**src/rtl/fir_tap_scheduler.sv**
```systemverilog
// fir_tap_scheduler: time-multiplexed FIR controller driving one shared
// signed MAC over NTAPS taps per sample. It owns the delay line, the
// coefficient register file and the output shift/saturation stage.
// Optional build macro: FIR_ROUND_EN adds half an output LSB before the
// shift (round half toward +inf). Without it the shift truncates toward
// -inf. Latency and interface are the same in both builds.
module fir_tap_scheduler #(
  parameter int NTAPS = 8,
  parameter int DW    = 8,
  parameter int CW    = 8,
  parameter int ACCW  = 20,
  parameter int SHIFT = 7
) (
  input  logic                       clk,
  input  logic                       rst,
  input  logic                       in_valid,
  input  logic signed [DW-1:0]       in_data,
  output logic                       in_ready,
  input  logic                       coef_we,
  input  logic [$clog2(NTAPS)-1:0]   coef_addr,
  input  logic signed [CW-1:0]       coef_data,
  output logic                       coef_err,
  output logic                       out_valid,
  output logic signed [DW-1:0]       out_data,
  output logic                       busy
);
  localparam int IW = $clog2(NTAPS);
  // Output saturation bounds, held one bit wider than the accumulator so the
  // optional rounding add cannot overflow before the compare.
  localparam logic signed [ACCW:0] YMAX = {{(ACCW-DW+2){1'b0}}, {(DW-1){1'b1}}};
  localparam logic signed [ACCW:0] YMIN = {{(ACCW-DW+2){1'b1}}, {(DW-1){1'b0}}};

  typedef enum logic [1:0] {IDLE, MAC, OUT} state_t;

  state_t                state;
  logic signed [DW-1:0]  x [NTAPS];
  logic signed [CW-1:0]  c [NTAPS];
  logic signed [ACCW-1:0] acc;
  logic [IW-1:0]         idx;

  logic                  accept;
  logic signed [DW+CW-1:0] prod;
  logic signed [ACCW-1:0]  prod_ext;
  logic signed [ACCW:0]    acc_adj;
  logic signed [ACCW:0]    y;
  logic signed [DW-1:0]    y_sat;

  assign in_ready = (state == IDLE) & ~rst;
  assign accept   = in_valid & in_ready;

  // Full-precision tap product, sign-extended into the accumulator width.
  assign prod     = x[idx] * c[idx];
  assign prod_ext = {{(ACCW-DW-CW){prod[DW+CW-1]}}, prod};

`ifdef FIR_ROUND_EN
  localparam logic [ACCW:0] HALF = {{(ACCW+1-SHIFT){1'b0}}, 1'b1, {(SHIFT-1){1'b0}}};
  assign acc_adj = {acc[ACCW-1], acc} + HALF;
`else
  assign acc_adj = {acc[ACCW-1], acc};
`endif

  assign y = acc_adj >>> SHIFT;

  // Clamp the scaled accumulator into the signed output range.
  always_comb begin
    y_sat = y[DW-1:0];
    if (y > YMAX)      y_sat = YMAX[DW-1:0];
    else if (y < YMIN) y_sat = YMIN[DW-1:0];
  end

  // Sequencer: IDLE accepts a sample or a coefficient write, MAC walks the
  // taps one per cycle, OUT publishes the saturated result for one cycle.
  always_ff @(posedge clk) begin
    if (rst) begin
      state     <= IDLE;
      acc       <= '0;
      idx       <= '0;
      out_data  <= '0;
      out_valid <= 1'b0;
      coef_err  <= 1'b0;
      busy      <= 1'b0;
      for (int k = 0; k < NTAPS; k++) begin
        x[k] <= '0;
        c[k] <= '0;
      end
    end else begin
      out_valid <= 1'b0;
      coef_err  <= 1'b0;
      // A write only lands in IDLE when no sample is taken the same cycle.
      if (coef_we) begin
        if (state == IDLE && !accept) c[coef_addr] <= coef_data;
        else                          coef_err     <= 1'b1;
      end
      case (state)
        IDLE: begin
          if (accept) begin
            for (int k = NTAPS-1; k > 0; k--) x[k] <= x[k-1];
            x[0]  <= in_data;
            acc   <= '0;
            idx   <= '0;
            state <= MAC;
            busy  <= 1'b1;
          end
        end
        MAC: begin
          acc <= acc + prod_ext;
          idx <= idx + IW'(1);
          if (idx == IW'(NTAPS-1)) state <= OUT;
        end
        OUT: begin
          out_data  <= y_sat;
          out_valid <= 1'b1;
          state     <= IDLE;
          busy      <= 1'b0;
        end
        default: begin
          state <= IDLE;
          busy  <= 1'b0;
        end
      endcase
    end
  end
endmodule

```
**config.mk**
```make
export PLATFORM = sky130hd
export DESIGN_NAME = fir_tap_scheduler
export DESIGN_NICKNAME = d
export VERILOG_FILES = /design/src/rtl/fir_tap_scheduler.sv
export SDC_FILE = /design/constraint.sdc
export NUM_CORES = 1
export LEC_CHECK = 0
export BUFFER_PORTS_ARGS = -buffer_cell sky130_fd_sc_hd__buf_4
export CORE_AREA = 3 3 151 153
export CTS_CLUSTER_SIZE = 14
export DETAILED_ROUTE_END_ITERATION = 10
export DIE_AREA = 0 0 154 156
export PLACE_DENSITY = 0.71
export RECOVER_POWER = 50
export REMOVE_ABC_BUFFERS = 1
export SYNTH_ARGS = -nofsm -noshare
export SYNTH_HDL_FRONTEND = slang
export SYNTH_SLANG_ARGS = --single-unit
export TNS_END_PERCENT = 100
```
**constraint.sdc**
```tcl
create_clock -name clk -period 11.4 [get_ports clk]
set_input_delay 0.57 -clock clk [delete_from_list [all_inputs] [get_ports clk]]
set_output_delay 0.57 -clock clk [all_outputs]
set_load 0.02 [all_outputs]
```
== After elaboration in Yosys (flattened, before gate mapping) ==
Memory sizes are Yosys's and may differ from the RTL's. A register that Yosys moved wholly into a read port is not among the register bits.
Cells that the tools add are included.
Operators by class
  add/subtract/negate cells: 2
  $mul: 1
  magnitude comparators: 2
  equality and inequality tests: 5
  muxes and demuxes: 38
  bitwise logic cells: 13
  reduce and logical (&&, ||, !) cells: 9
Operators with widths (number)
  2-to-1 mux 8 bit: 11
  one-hot mux 20 bit (2 select lines): 1
  adder 20 x 16 -> 20 bit: 1
  2-to-1 mux 20 bit: 1
  2-to-1 mux 3 bit: 6
  multiplier 8 x 8 -> 16 bit: 1
  2-to-1 mux 1 bit: 14
  > comparator 13 x 8 -> 1 bit (second input constant): 1
  less-than comparator 13 x 8 -> 1 bit (second input constant): 1
  bitwise OR 1 bit: 8
  OR reduction 8 bit: 1
  one-hot mux 3 bit (2 select lines): 1
  AND reduction 2 bit: 3
  2-to-1 mux 2 bit: 2
  != test 2 bit (second input constant): 2
  one-hot mux 2 bit (2 select lines): 1
  adder 3 x 1 -> 3 bit (second input constant): 1
  == test 3 bit (second input constant): 1
  NOT 1 bit: 3
  bitwise AND 1 bit: 2
  == test 2 x 1 -> 1 bit (second input constant): 1
  == test 2 bit (second input constant): 1
  zero test 2 bit: 1
  one-hot mux 1 bit (2 select lines): 1
  4 further kinds: 4
Word-level totals
  register bits after elaboration: 36
  memory bits (writable): 128
  bits of input ports: 23
  output and inout port bits: 12
  memories kept: 2
Memory list
  c: words 8, bits a word 8, read ports 1, clocked after memory_dff 1, wr ports 8, line 37  | logic signed [CW-1:0] c [NTAPS];
  x: words 8, bits a word 8, read ports 8, clocked after memory_dff 1, wr ports 8, line 36  | logic signed [DW-1:0] x [NTAPS];

== Longest topological paths before layout ==
  word-level depth: 11
  mapped depth: 24
  gate-level depth less buffers: 22

== Worst setup path after synthesis ==
Ideal clock, no wire load.
  kind: register to register
  start point: reg (tool-made name)
  end point: reg acc[17]
  library setup time: 0.122 ns
  arrival: 6.290 ns
  path slack: 4.988 ns
  cell stages (with the launch flop): 20
  clock period less this slack: 6.412 ns
  cell sequence: dfxtp_1 buf_1 mux4_2 mux2_2 nor2b_1 inv_1 fa_1 inv_1 fa_1 fa_1 fa_1 fa_1 ha_1 o21ai_1 o21ai_2 o41ai_4 o21ai_2 a21oi_1 o31ai_1 a221o_1
RTL lines
  end signal: assignment: line 106  | acc <= acc + prod_ext;
  end: declaration: line 38  | logic signed [ACCW-1:0] acc;

==> flow_metrics.env <==
export IMPL_outcome="finished with violations"
export IMPL_violations="max-capacitance violations, max-slew violations"
export IMPL_fin_tns_setup_ns=0
export IMPL_synthArstFlopShare=0
export IMPL_cts_setup_buffers=0
export IMPL_grt_max_degree=70
export IMPL_fp_dieH_um=156
export IMPL_clkPwrFrac=0.301
export IMPL_cts_buffers=17
export IMPL_p_per_area_nw_per_um2=170.6
export IMPL_grt_pass1_wl_um=36670
export IMPL_yosys_area_top_type="edfxtp_1"
export IMPL_rr_endpoint="acc[19]"
export IMPL_rsz0062_at_grt="no"
export IMPL_synth_area_leaders="edfxtp_1, fa_1, dfxtp_1, mux4_2, ha_1"
export IMPL_syn_area_um2=10690
export IMPL_yosysSeqAreaShare=0.4326
export IMPL_overflow=0
export IMPL_worstPathArrival_ns=7.02
export IMPL_hold_viol=0
export IMPL_yosys_most_used_dff="edfxtp_1"
export IMPL_cp_slowest_stage_delay_ns=0.79
export IMPL_drt_iter0_drc=396
export IMPL_hold_end="x[0][4]"
export IMPL_clk_pin_slew_worst_paths_ns=0.07
export IMPL_slowest_stage="nor2b_2"
export IMPL_swShare=0.3452
export IMPL_synth_distinct_cells=51
export IMPL_crit_type="reg2reg"
export IMPL_syn2layout_area_growth_pct=10.53
export IMPL_ys_ff_latch=167
export IMPL_grt_pass1_vias=6910
export IMPL_setup_slack_ns=4.742
export IMPL_initial_core_util=0.4929
export IMPL_nets=1057
export IMPL_drc=0
export IMPL_place_ws_ns=4.705
export IMPL_via_per_inst=5.441
export IMPL_vias=6480
export IMPL_setup_viol=0
export IMPL_slew_viol_final=140
export IMPL_insertion_delay_ns=0.44
export IMPL_gp_congestion=0.8650
export IMPL_ctsLongestPathBuffers=2
export IMPL_design_die_area_um2=24020
export IMPL_htreeDepth=4
export IMPL_p_leak_nw=5.101
export IMPL_yosysWarnings=0
export IMPL_wire_per_inst_um=18.45
export IMPL_reg2regPathDepth=20
export IMPL_dieWidth_um=154
export IMPL_drive_above_1_share=0.1383
export IMPL_yosysMostFrequentCell="edfxtp_1"
export IMPL_clkSinkCount=167
export IMPL_ant_nets=0
export IMPL_cts_root_buf="clkbuf_16"
export IMPL_critical_path_endpoint_type="register"
export IMPL_max_slew_worst_pin_slew_ns=2.248
export IMPL_track_usage=0.1941
export IMPL_rows=54
export IMPL_whs_path_depth=2
export IMPL_cp_start_kind="register"
export IMPL_cts_tree="built"
export IMPL_num_antenna_cells=0
export IMPL_min_delay_start="in_data[4]"
export IMPL_finClkSkew_ns=0.01078
export IMPL_relSlewSlack=-0.4990
export IMPL_syn_avg_cell_area_um2=12.36
export IMPL_drt_first_pass_iters=5
export IMPL_min_period_ns=6.658
export IMPL_p_sw_w=0.0006956
export IMPL_totalWireLength_um=21970
export IMPL_hp_class="in2reg"
export IMPL_place_hpwl_um=15330
export IMPL_cp_required_ns=11.76
export IMPL_cts_hold_buf=0
export IMPL_crit_fanout=32
export IMPL_fin_crit_sh=0.5840
export IMPL_synth_cells=865
export IMPL_nFillCells=1776
export IMPL_port_buffers=34
export IMPL_synth_common_cells="edfxtp_1, inv_1, fa_1"
export IMPL_cts_resized=0
export IMPL_r2r_slack_ns=4.74
export IMPL_pwr_share_comb=0.336
export IMPL_cap_viol_max_count=2
export IMPL_p_int_w=0.001320
export IMPL_yosys_area_top_type_share=0.3596
export IMPL_ir_drop_v=0.0001057
export IMPL_seqPwrFrac=0.363
export IMPL_crit_top_cell="fa_1"
export IMPL_core_um2=21690
export IMPL_grt_antenna_before_repair=0
export IMPL_fin_util=0.5448
export IMPL_pin_count=35
export IMPL_synth_edf_count=128
export IMPL_clock_fmax_ghz=0.1502
export IMPL_crit_chain="buf_4 > mux4_2 > mux2_2 > nor2b_2 > inv_1 > fa_1 > inv_1 > fa_1 > fa_1 > fa_1 > fa_1 > ha_1 > o21ai_1 > o21ai_2 > o41ai_4 > o21ai_2 > o21a_1 > nor4_2 > a41oi_1 > a41oi_1"
power groups by stage:
stage               Clock, W  Combinational (W)  Sequential (W)
floorplan                  0           0.000526        0.000733
global placement           0           0.000659        0.000744
detailed placement         0           0.000669        0.000743
CTS                 0.000613           0.000682        0.000731
global route        0.000638           0.000786        0.000737
finish              0.000606           0.000678        0.000732
kinds of logic (layout without fill, tap and decap cells):
kind of cell / Yosys count / count (layout) / synth area share
xor gates and xnor gates: 17 / 17 / 0.01393
AOI/OAI and AO/OA: 79 / 79 / 0.04974
muxes: 49 / 49 / 0.08626
adders and majority gates: 136 / 136 / 0.2210
DFF: 167 / 167 / 0.4326
buffers and inverters: 131 / 177 / 0.04740
and+or+nand+nor: 286 / 286 / 0.1491
per-stage QoR:
stage	total power, W	cell area, um^2	std cells	hold WS (ns)
3_5_place_dp	0.001412	11260	1159	0.4541
6_report	0.002015	11820	1191	0.4373
3_3_place_gp	0.001402	11260	1159	0.4371
2_1_floorplan	0.001259	10560	834	0.4250
5_1_grt	0.002161	11820	1191	0.4328
4_1_cts	0.002026	11870	1191	0.4252
per-layer routing:
layer | share of wire | vias to the layer above | GRT usage
met4 | 0.017 | 0 | 0.05887
li1 | - | 3054 | -
met5 | 0 | - | 0
met3 | 0.039 | 32 | 0.03107
met1 | 0.44 | 3253 | 0.2640
met2 | 0.50 | 141 | 0.3251
worst max-delay path by stage:
| stage | from | to | slack, ns | cells after the start |
|---|---|---|---|---|
| after detailed placement | register | acc[19] | 4.70 | 20 |
| after global routing | register | acc[19] | 4.23 | 20 |
| after floorplan | register | acc[17] | 4.05 | 18 |
| after CTS | register | acc[19] | 4.68 | 20 |
| after global placement | register | acc[19] | 4.82 | 20 |
| final | register | acc[19] | 4.74 | 20 |
critical path: cells and delay by family (launching register included):
family / cells / cell delay [ns]
flops: 1 / 0.32
compound gates: 7 / 1.21
fa+ha+maj: 6 / 2.80
buf+inv: 3 / 0.70
simple gates: 2 / 0.93
mux: 2 / 0.60
area by class of cell:
class | count | area (um^2) | area share
multi-input cells | 567 | 5570 | 0.4714
clock inverters | 14 | 183.9 | 0.01557
well taps | 280 | 350.3 | 0.02965
clock buffers | 18 | 429.2 | 0.03632
flip-flops and latches | 167 | 4626 | 0.3915
inverters | 100 | 375.4 | 0.03177
repair buffers | 45 | 281.5 | 0.02382
cell usage in the layout, fill, tap and decap left out, drive strengths merged, types with 11 or more instances in the layout:
master  netlist  routed
mux2i        13      13
or2          12      12
nand2b       23      23
clkbuf       21      33
inv         100     106
fa           88      88
mux4         32      32
a21oi        26      26
ha           48      48
nor2b        19      19
nand2        30      30
and2         66      66
edfxtp      128     128
o21ai        18      18
nand3        11      11
nor2         48      48
dfxtp        39      39
and3         65      65
buf          10      30
registers in the layout, summed over array words and instances, names as in the netlist, 2 cells and up, named ones only:
| signal | count |
|---|---|
| acc | 20 |
| c | 64 |
| idx | 3 |
| state | 2 |
| x | 64 |
| out_data | 8 |
(Power assumes the default switching activity.)
